===== src/rtl/adder_share_arbiter_if.sv =====
// adder_share_arbiter_if
//   Handshake bundle between the requesters/consumer (master) and the shared
//   adder arbiter (slave).
//   i_req        per-requester request flags, bit k = requester k
//   i_add_term1  first operands, slice [k*WIDTH +: WIDTH] = requester k
//   i_add_term2  second operands, same slicing
//   i_ready      consumer acceptance of o_result/o_id
//   o_grant      one-hot (or zero) grant, combinational, in the capture cycle
//   o_valid      o_result/o_id hold a completed sum
//   o_result     registered sum, MSB = carry-out
//   o_id         index of the requester that produced o_result
//   o_op_count   grants issued since reset (wraps)
interface adder_share_arbiter_if #(
  parameter int WIDTH = 14,
  parameter int NREQ  = 4
);
  localparam int IDW = $clog2(NREQ);

  logic [NREQ-1:0]       i_req;
  logic [NREQ*WIDTH-1:0] i_add_term1;
  logic [NREQ*WIDTH-1:0] i_add_term2;
  logic                  i_ready;
  logic [NREQ-1:0]       o_grant;
  logic                  o_valid;
  logic [WIDTH:0]        o_result;
  logic [IDW-1:0]        o_id;
  logic [15:0]           o_op_count;

  modport master (
    output i_req, i_add_term1, i_add_term2, i_ready,
    input  o_grant, o_valid, o_result, o_id, o_op_count
  );

  modport slave (
    input  i_req, i_add_term1, i_add_term2, i_ready,
    output o_grant, o_valid, o_result, o_id, o_op_count
  );
endinterface


===== src/rtl/adder_share_arbiter.sv =====
// adder_share_arbiter
//   NREQ requesters share one WIDTH-bit ripple-carry adder. A round-robin
//   arbiter picks one requester per cycle whenever the single-entry output
//   register can take a result; the sum appears one cycle after the grant.
//   Ports:
//     i_clk  clock, rising edge
//     i_rst  asynchronous active-high reset
//     bus    adder_share_arbiter_if.slave (request/operand/result handshake)

// One bit of the ripple chain.
module adder_share_arbiter_fa (
  input  logic a,
  input  logic b,
  input  logic ci,
  output logic s,
  output logic co
);
  assign s  = a ^ b ^ ci;
  assign co = (a & b) | (ci & (a ^ b));
endmodule

module adder_share_arbiter #(
  parameter int WIDTH = 14,
  parameter int NREQ  = 4
) (
  input  logic                  i_clk,
  input  logic                  i_rst,
  adder_share_arbiter_if.slave  bus
);
  localparam int IDW = $clog2(NREQ);

  typedef enum logic {EMPTY = 1'b0, FULL = 1'b1} state_t;

  state_t                      state;
  logic [IDW-1:0]              ptr;
  logic [IDW-1:0]              gnt_idx;
  logic [IDW-1:0]              idx;
  logic                        gnt_any;
  logic                        can_accept;
  logic                        gnt_fire;
  logic [NREQ-1:0][WIDTH-1:0]  term1;
  logic [NREQ-1:0][WIDTH-1:0]  term2;
  logic [WIDTH-1:0]            op_a;
  logic [WIDTH-1:0]            op_b;
  logic [WIDTH-1:0]            sum;
  logic [WIDTH:0]              carry;

  logic                        valid_q;
  logic [WIDTH:0]              result_q;
  logic [IDW-1:0]              id_q;
  logic [15:0]                 cnt_q;

  // Flat operand buses reinterpreted as per-requester lanes.
  assign term1 = bus.i_add_term1;
  assign term2 = bus.i_add_term2;

  // Output slot frees up this cycle if empty or being drained.
  assign can_accept = (state == EMPTY) || bus.i_ready;

  // Round-robin: scan offsets high to low so the lowest offset from ptr wins.
  // ptr + i wraps naturally because NREQ is a power of two.
  always_comb begin
    gnt_idx = '0;
    gnt_any = 1'b0;
    idx     = '0;
    for (int i = NREQ - 1; i >= 0; i--) begin
      idx = ptr + IDW'(i);
      if (bus.i_req[idx]) begin
        gnt_idx = idx;
        gnt_any = 1'b1;
      end
    end
  end

  assign gnt_fire    = gnt_any && can_accept && !i_rst;
  assign bus.o_grant = gnt_fire ? (NREQ'(1) << gnt_idx) : '0;

  // Shared adder: operand mux feeding a single ripple chain, carry-in 0.
  assign op_a     = term1[gnt_idx];
  assign op_b     = term2[gnt_idx];
  assign carry[0] = 1'b0;

  adder_share_arbiter_fa u_fa [WIDTH-1:0] (
    .a  (op_a),
    .b  (op_b),
    .ci (carry[WIDTH-1:0]),
    .s  (sum),
    .co (carry[WIDTH:1])
  );

  // EMPTY/FULL output slot with registered result, id and grant counter.
  always_ff @(posedge i_clk or posedge i_rst) begin
    if (i_rst) begin
      state    <= EMPTY;
      valid_q  <= 1'b0;
      result_q <= '0;
      id_q     <= '0;
      ptr      <= '0;
      cnt_q    <= '0;
    end else if (gnt_fire) begin
      // Covers both load-from-empty and drain-and-reload in one cycle.
      state    <= FULL;
      valid_q  <= 1'b1;
      result_q <= {carry[WIDTH], sum};
      id_q     <= gnt_idx;
      ptr      <= gnt_idx + IDW'(1);
      cnt_q    <= cnt_q + 16'd1;
    end else if (state == FULL && bus.i_ready) begin
      // Drained with nothing to replace it; result/id keep last value.
      state    <= EMPTY;
      valid_q  <= 1'b0;
    end
  end

  assign bus.o_valid    = valid_q;
  assign bus.o_result   = result_q;
  assign bus.o_id       = id_q;
  assign bus.o_op_count = cnt_q;
endmodule

===== src/flat_wrapper.sv =====
// flat-port wrapper written by rule: the top's interface ports become plain ports
module adder_share_arbiter_flat 
#(
  parameter int WIDTH = 14,
  parameter int NREQ  = 4
)
  (i_clk, i_rst, bus_i_req, bus_i_add_term1, bus_i_add_term2, bus_i_ready, bus_o_grant, bus_o_valid, bus_o_result, bus_o_id, bus_o_op_count);
  adder_share_arbiter_if #(.WIDTH(WIDTH), .NREQ(NREQ)) bus_i ();
  input  logic i_clk;
  input  logic i_rst;
  input wire logic [$bits(bus_i.i_req)-1:0] bus_i_req;
  input wire logic [$bits(bus_i.i_add_term1)-1:0] bus_i_add_term1;
  input wire logic [$bits(bus_i.i_add_term2)-1:0] bus_i_add_term2;
  input wire logic [$bits(bus_i.i_ready)-1:0] bus_i_ready;
  output wire logic [$bits(bus_i.o_grant)-1:0] bus_o_grant;
  output wire logic [$bits(bus_i.o_valid)-1:0] bus_o_valid;
  output wire logic [$bits(bus_i.o_result)-1:0] bus_o_result;
  output wire logic [$bits(bus_i.o_id)-1:0] bus_o_id;
  output wire logic [$bits(bus_i.o_op_count)-1:0] bus_o_op_count;
  assign bus_i.i_req = bus_i_req;
  assign bus_i.i_add_term1 = bus_i_add_term1;
  assign bus_i.i_add_term2 = bus_i_add_term2;
  assign bus_i.i_ready = bus_i_ready;
  assign bus_o_grant = bus_i.o_grant;
  assign bus_o_valid = bus_i.o_valid;
  assign bus_o_result = bus_i.o_result;
  assign bus_o_id = bus_i.o_id;
  assign bus_o_op_count = bus_i.o_op_count;
  adder_share_arbiter #(.WIDTH(WIDTH), .NREQ(NREQ)) u_core (.i_clk(i_clk), .i_rst(i_rst), .bus(bus_i));
endmodule

===== config.mk =====
export PLATFORM = sky130hd
export DESIGN_NAME = adder_share_arbiter_flat
export DESIGN_NICKNAME = d
export VERILOG_FILES = /design/src/rtl/adder_share_arbiter_if.sv /design/src/rtl/adder_share_arbiter.sv /design/src/flat_wrapper.sv
export SDC_FILE = /design/constraint.sdc
export NUM_CORES = 1
export LEC_CHECK = 0
export CAP_MARGIN = 25
export CORE_ASPECT_RATIO = 1.4
export CORE_UTILIZATION = 39
export CTS_CLUSTER_SIZE = 24
export DETAILED_ROUTE_END_ITERATION = 10
export MAX_ROUTING_LAYER = met4
export PLACE_DENSITY = 0.9
export SETUP_SLACK_MARGIN = 0.02
export SLEW_MARGIN = 20
export SYNTH_ARGS = -nofsm -noshare
export SYNTH_HDL_FRONTEND = slang
export SYNTH_SLANG_ARGS = --single-unit

===== constraint.sdc =====
create_clock -name i_clk -period 8.5 [get_ports i_clk]
set_clock_uncertainty 0.2 [all_clocks]
set_input_delay 1.7 -clock i_clk [delete_from_list [all_inputs] [get_ports i_clk]]
set_output_delay 1.7 -clock i_clk [all_outputs]
set_load 0.005 [all_outputs]

# After elaboration in Yosys (flattened, before gate mapping)
# Index checks and enable logic that the tools add are counted.
# word_totals
register_bits,36
latchBits,0
ram_bits,0
mem_bits_ro,0
wordCells,113
n_memories,0
# classes
addsub,5
n_mul,0
div_mod_pow,0
order_cmp,5
eq_ne,0
shifts,1
n_mux,23
bitwise,68
reduce_logical,6
# ops
operator,count
14-bit binary-select mux with 2-bit select,2
14-bit two-way mux,2
1-bit bitwise AND,27
1-bit XOR,27
16-bit by 1-bit adder with 16-bit output (second input constant),1
2-bit by 3-bit less-than comparator with 1-bit output (second input constant),5
1-bit OR,13
1-bit two-way mux,10
1-bit binary-select mux with 2-bit select,4
2-bit two-way mux,4
2-bit by 1-bit adder with 2-bit output (second input constant),2
2-bit adder (second input constant),2
4-bit two-way mux,1
1-bit by 2-bit << shifter with 4-bit output (first input constant),1
1-bit logical AND,3
2-bit nonzero test,1
1-bit zero test,1
1-bit logical OR,1
1-bit inverter,1

# Depth between registers and ports, before layout
# depth
ltp_word,36
ltp_mapped,27

# By module
# Synthesis repeated with hierarchy kept, for this count alone.
# hier_totals
hier_cells,232
hier_area_um2,2733.9
# modules_own_cells
mod,instances,cells_per_inst,area_each_um2,seq_area_each_um2
adder_share_arbiter,1,218,2453.6,900.9
adder_share_arbiter_fa,14,1,20.0,0.0

# Worst setup path after synthesis
# OpenSTA, ideal clock, no wires.
# synth_timing
path_type,input to register
startpoint,input bus_i_req[0]
endpoint,register u_core.result_q[13] (netlist: u_core.bus.o_result[13])
setup_time_ps,117
t_arrival_ps,7766
required_time_ps,8183
path_slack_ps,417
path_stages,26
n_path_buf,2
path_cell_list,a21oi_1 a2bb2oi_2 buf_6 buf_4 mux2i_1 mux2i_1 ha_1 inv_1 fa_1 fa_1 fa_1 fa_1 fa_1 fa_1 fa_1 fa_1 inv_1 fa_1 inv_1 fa_1 fa_1 fa_1 inv_1 fa_1 nand2_1 nand2_1
# synth_via
elab_chain_len,34
elab_cells_between_ends,73
classes_between,mux: 20; bitwise: 51; reduce/logical: 2
# synth_lines
element,line,rtl
start: declaration,flat_wrapper.sv:11,input wire logic [$bits(bus_i.i_req)-1:0] bus_i_req;
1-bit binary-select mux with 2-bit select,adder_share_arbiter.sv:68,if (bus.i_req[idx]) begin
1-bit two-way mux (implied by the code),adder_share_arbiter.sv:68,
2-bit two-way mux (3 in a row),adder_share_arbiter.sv:68,
2-bit two-way mux (*),adder_share_arbiter.sv:68,
via u_core.gnt_idx[1],adder_share_arbiter.sv:36,logic [IDW-1:0] gnt_idx;
14-bit binary-select mux with 2-bit select (on tied branches),"adder_share_arbiter.sv:79, adder_share_arbiter.sv:80",
14-bit two-way mux (on tied branches),"adder_share_arbiter.sv:79, adder_share_arbiter.sv:80",
1-bit bitwise AND or 1-bit XOR (tied branches),adder_share_arbiter.sv:19,assign co = (a & b) | (ci & (a ^ b));
[18 not listed],-,
1-bit bitwise AND,adder_share_arbiter.sv:19,
1-bit OR,adder_share_arbiter.sv:19,
1-bit bitwise AND,adder_share_arbiter.sv:19,
1-bit OR,adder_share_arbiter.sv:19,
1-bit bitwise AND,adder_share_arbiter.sv:19,
1-bit OR,adder_share_arbiter.sv:19,
1-bit XOR (*),adder_share_arbiter.sv:18,assign s = a ^ b ^ ci;
via u_core.u_fa[13].s,adder_share_arbiter.sv:15,"output logic s,"
end signal: assignment,adder_share_arbiter.sv:104,"result_q <= {carry[WIDTH], sum};"
end: declaration,adder_share_arbiter.sv:49,logic [WIDTH:0] result_q;
# Mark *: on every way through the listed nets, which the timed path passes. The rest lies on a longest branch. The select of a mux whose other input is x is not followed.
# A chain may end at the register's enable or synchronous reset.

# Worst setup path in the final report
# layout_timing
startpoint,input bus_i_req[3]
endpoint,register u_core.result_q[13] (netlist: u_core.bus.o_result[13])
# layout_via
elab_chain_len,34
elab_cells_between_ends,73
classes_between,mux: 20; bitwise: 51; reduce/logical: 2
# layout_lines
element,line
1-bit binary-select mux with 2-bit select,adder_share_arbiter.sv:68
1-bit two-way mux (implied by the code),adder_share_arbiter.sv:68
2-bit two-way mux (3 in a row),adder_share_arbiter.sv:68
2-bit two-way mux (*),adder_share_arbiter.sv:68
14-bit binary-select mux with 2-bit select (on tied branches),"adder_share_arbiter.sv:79, adder_share_arbiter.sv:80"
14-bit two-way mux (on tied branches),"adder_share_arbiter.sv:79, adder_share_arbiter.sv:80"
1-bit bitwise AND or 1-bit XOR (tied branches),adder_share_arbiter.sv:19
1-bit bitwise AND,adder_share_arbiter.sv:19
[17 not listed],-
1-bit bitwise AND,adder_share_arbiter.sv:19
1-bit OR,adder_share_arbiter.sv:19
1-bit bitwise AND,adder_share_arbiter.sv:19
1-bit OR,adder_share_arbiter.sv:19
1-bit bitwise AND,adder_share_arbiter.sv:19
1-bit OR,adder_share_arbiter.sv:19
1-bit XOR (*),adder_share_arbiter.sv:18
via u_core.u_fa[13].s,adder_share_arbiter.sv:15
# Marks and branches as above.

==> flow_summary.yaml <==
sta:
  setup_violations: 0
  slew_headroom_pct: 53.90
  slew_viol_final: 0
  final.period_utilization_pct: 96.86
  final_hold_viol_count: 0
  whs_ns: 0.2759
  min_period_ns: 8.233
  max_freq_mhz: 121.5
  rsz0062_at_grt: "no"
  worstMarginPinSlew_ns: 0.6907
layout:
  mostFrequentLayoutCells: "153 x clkdlybuf4s50_1, 63 x mux2i_1, 40 x nand2_1, 36 x dfrtp_1, 22 x mux2_2"
  num_antenna_cells: 0
  stdcell_count: 522
  nets: 564
  drive_gt1_share_pct: 11.71
  layout_commonest_cell: "clkdlybuf4s50_1"
  area_growth_syn_to_layout_pct: 64.91
  final_util_pct: 66.70
  fin_area_um2: 4657
grt:
  grt_max_degree: 39
  grt_antenna_before_repair: 0
  grt_pass1_vias: 2838
  grt_pass1_wl_um: 12790
  grt_usage_pct: 23.25
  grt_overflow_total: 0
detailed_routing:
  routed_wl_um: 8107
  viasPerCell: 4.979
  avgRoutedWirePerCell_um: 15.53
  drt_iter0_drc: 65
  num_vias: 2599
  firstDrtPassIters: 4
  drtAntennaViolNets: 0
  drcViolationCount: 0
cts:
  clock_sinks: 36
  cts_tree: "built"
  clockBufferDepth: 2
  cts_hold_buffers: 0
  root_buffer: "clkbuf_8"
  clock_latency_ns: 0.29
  clk_pin_slew_ns: 0.08
  numCtsBuffers: 5
  htreeDepth: 2
hold_path:
  hp-class: "flop to flop"
logic_synthesis:
  synth_edf_count: 0
  syn_area_per_cell_um2: 10.62
  synthCells: 266
  ys_warn_count: 0
  syn_nets: 404
  ys_types: 30
  syn_area_um2: 2824
  synth_ff_type: "dfrtp_1"
  synthArstFlopShare_pct: 100.0
  ys_seq_area_share_pct: 31.90
  ys_seq_elements: 36
placed_design:
  dpl_cell_area_um2: 4523
  place_hpwl_um: 6959
  gp_congestion: 0.8598
  placedCellCount: 514
  port_buffers: 156
floorplanning:
  core.rowCount: 36
  top_level_ports: 157
  initial_core_util_pct: 40.45
  die-area_um2: 7590
  fp.dieW_um: 73.92
  core-area_um2: 6982
  fp.dieH_um: 102.7
power_and_ir_drop:
  p_total_mw: 1.042
  p_leak_nw: 2.016
  power.density_nw_per_um2: 223.8
  ir_worst_vdd_uv: 105.5
critical_path:
  required_ns: 8.48
  critPathMaxFanout: 11
  critPathCaptureType: "flop"
  startpoint_type: "input pin"
  path_class: "input pin to flop"
  cp.arrival_ns: 8.21
status:
  status: "finished clean"
run:
  drv_cap: 0
## registers in the layout, summed over array words and instances (netlist names)
register and flops:
u_core.bus.o_valid 1, u_core.bus.o_result 15, u_core.ptr 2, u_core.bus.o_id 2, u_core.bus.o_op_count 16
## layer usage
| layer | wire, um | track usage [%] | vias up |
|---|---|---|---|
| li1 | - | - | 1241 |
| met1 | 2611 | 20.79 | 1213 |
| met2 | 4711 | 45.17 | 121 |
| met3 | 488 | 4.301 | 24 |
| met4 | 296 | 11.39 | 0 |
| met5 | 0 | - | - |
## worst max-delay path, cell delays in order
cell and delay (ns):
clkdlybuf4s50_1 0.47, a21oi_2 0.19, a2bb2oi_4 0.09, buf_12 0.15, mux2i_1 0.12, mux2i_1 0.14, ha_1 0.17, inv_1 0.05
fa_1 0.38, fa_1 0.40, fa_1 0.39, fa_1 0.39, fa_1 0.38, fa_1 0.39, fa_1 0.39, fa_1 0.37
inv_1 0.08, fa_1 0.16, inv_1 0.05, fa_1 0.40, fa_2 0.38, fa_1 0.37, inv_1 0.08, fa_1 0.41
nand2_1 0.07, nand2_1 0.05
## cells by family after synthesis
kind of cell / synth area share [%]
muxes: 31.10
and+or+nand+nor: 12.54
DFF: 31.90
buffers and inverters: 4.386
adders and majority gates: 11.87
AOI/OAI and AO/OA: 3.544
xor gates and xnor gates: 4.652
## Yosys cell counts (2+ instances only)
library cell | number | share of area, %
mux2i_1 | 63 | 22
nand2_1 | 40 | 5.3
dfrtp_1 | 36 | 32
mux2_2 | 22 | 8.8
fa_1 | 13 | 9.2
o21ai_0 | 13 | 2.3
xnor2_1 | 11 | 3.4
inv_1 | 8 | 1.1
buf_2 | 6 | 1.1
ha_1 | 6 | 2.7
nand4_1 | 6 | 1.3
and2_1 | 5 | 1.1
buf_4 | 5 | 1.3
a21oi_1 | 4 | 0.71
nor2_1 | 4 | 0.53
xor2_1 | 4 | 1.2
nand3_1 | 3 | 0.53
buf_6 | 2 | 0.80
nor3_1 | 2 | 0.35
nor3_2 | 2 | 0.71
nor4_1 | 2 | 0.44
## power by group
group	total (mW)	internal [mW]	switching, mW
clock network	0.150	0.0868	0.0629
registers	0.279	0.230	0.0490
logic	0.614	0.354	0.260
total	1.04	0.670	0.372
## per-stage QoR
step                worst slack [ns]  setup TNS [ns]
finish                        0.2672               0
global placement            -0.04811        -0.04811
CTS                          0.03599               0
detailed placement           -0.2698         -0.2698
floorplan                     0.4165               0
global route                0.003959               0
## path summary, 6_finish.rpt
path                       cells past startpoint                       from  slack, ns                   endpoint
max in group asynchronous                      3                      i_rst       5.66    u_core.bus.o_result[12]
min in group asynchronous                      2                      i_rst       1.73   u_core.bus.o_op_count[5]
hold reg to reg                                1  u_core.bus.o_op_count[15]       0.28  u_core.bus.o_op_count[15]
setup reg to reg                              25              u_core.ptr[1]       1.46    u_core.bus.o_result[13]
setup / recovery                              26               bus_i_req[3]       0.27    u_core.bus.o_result[13]
hold / removal                                 1  u_core.bus.o_op_count[15]       0.28  u_core.bus.o_op_count[15]
## layout make-up
cell class / instances / area, um2
Timing Repair Buffer: 167 / 1664
Clock buffer: 5 / 68.82
Clock inverter: 3 / 42.54
Tap cell: 95 / 118.9
Multi-Input combinational cell: 208 / 1832
Sequential cell: 36 / 900.9
Fill cell: 564 / 2325
Inverter: 8 / 30.03
## what timing repair did
action / CTS / global route
setup buffers: 0 / 0
endpoints found under the setup margin: 0 / 1
resized for setup: 0 / 7
No activity file was read; power rests on OpenSTA's default activity.
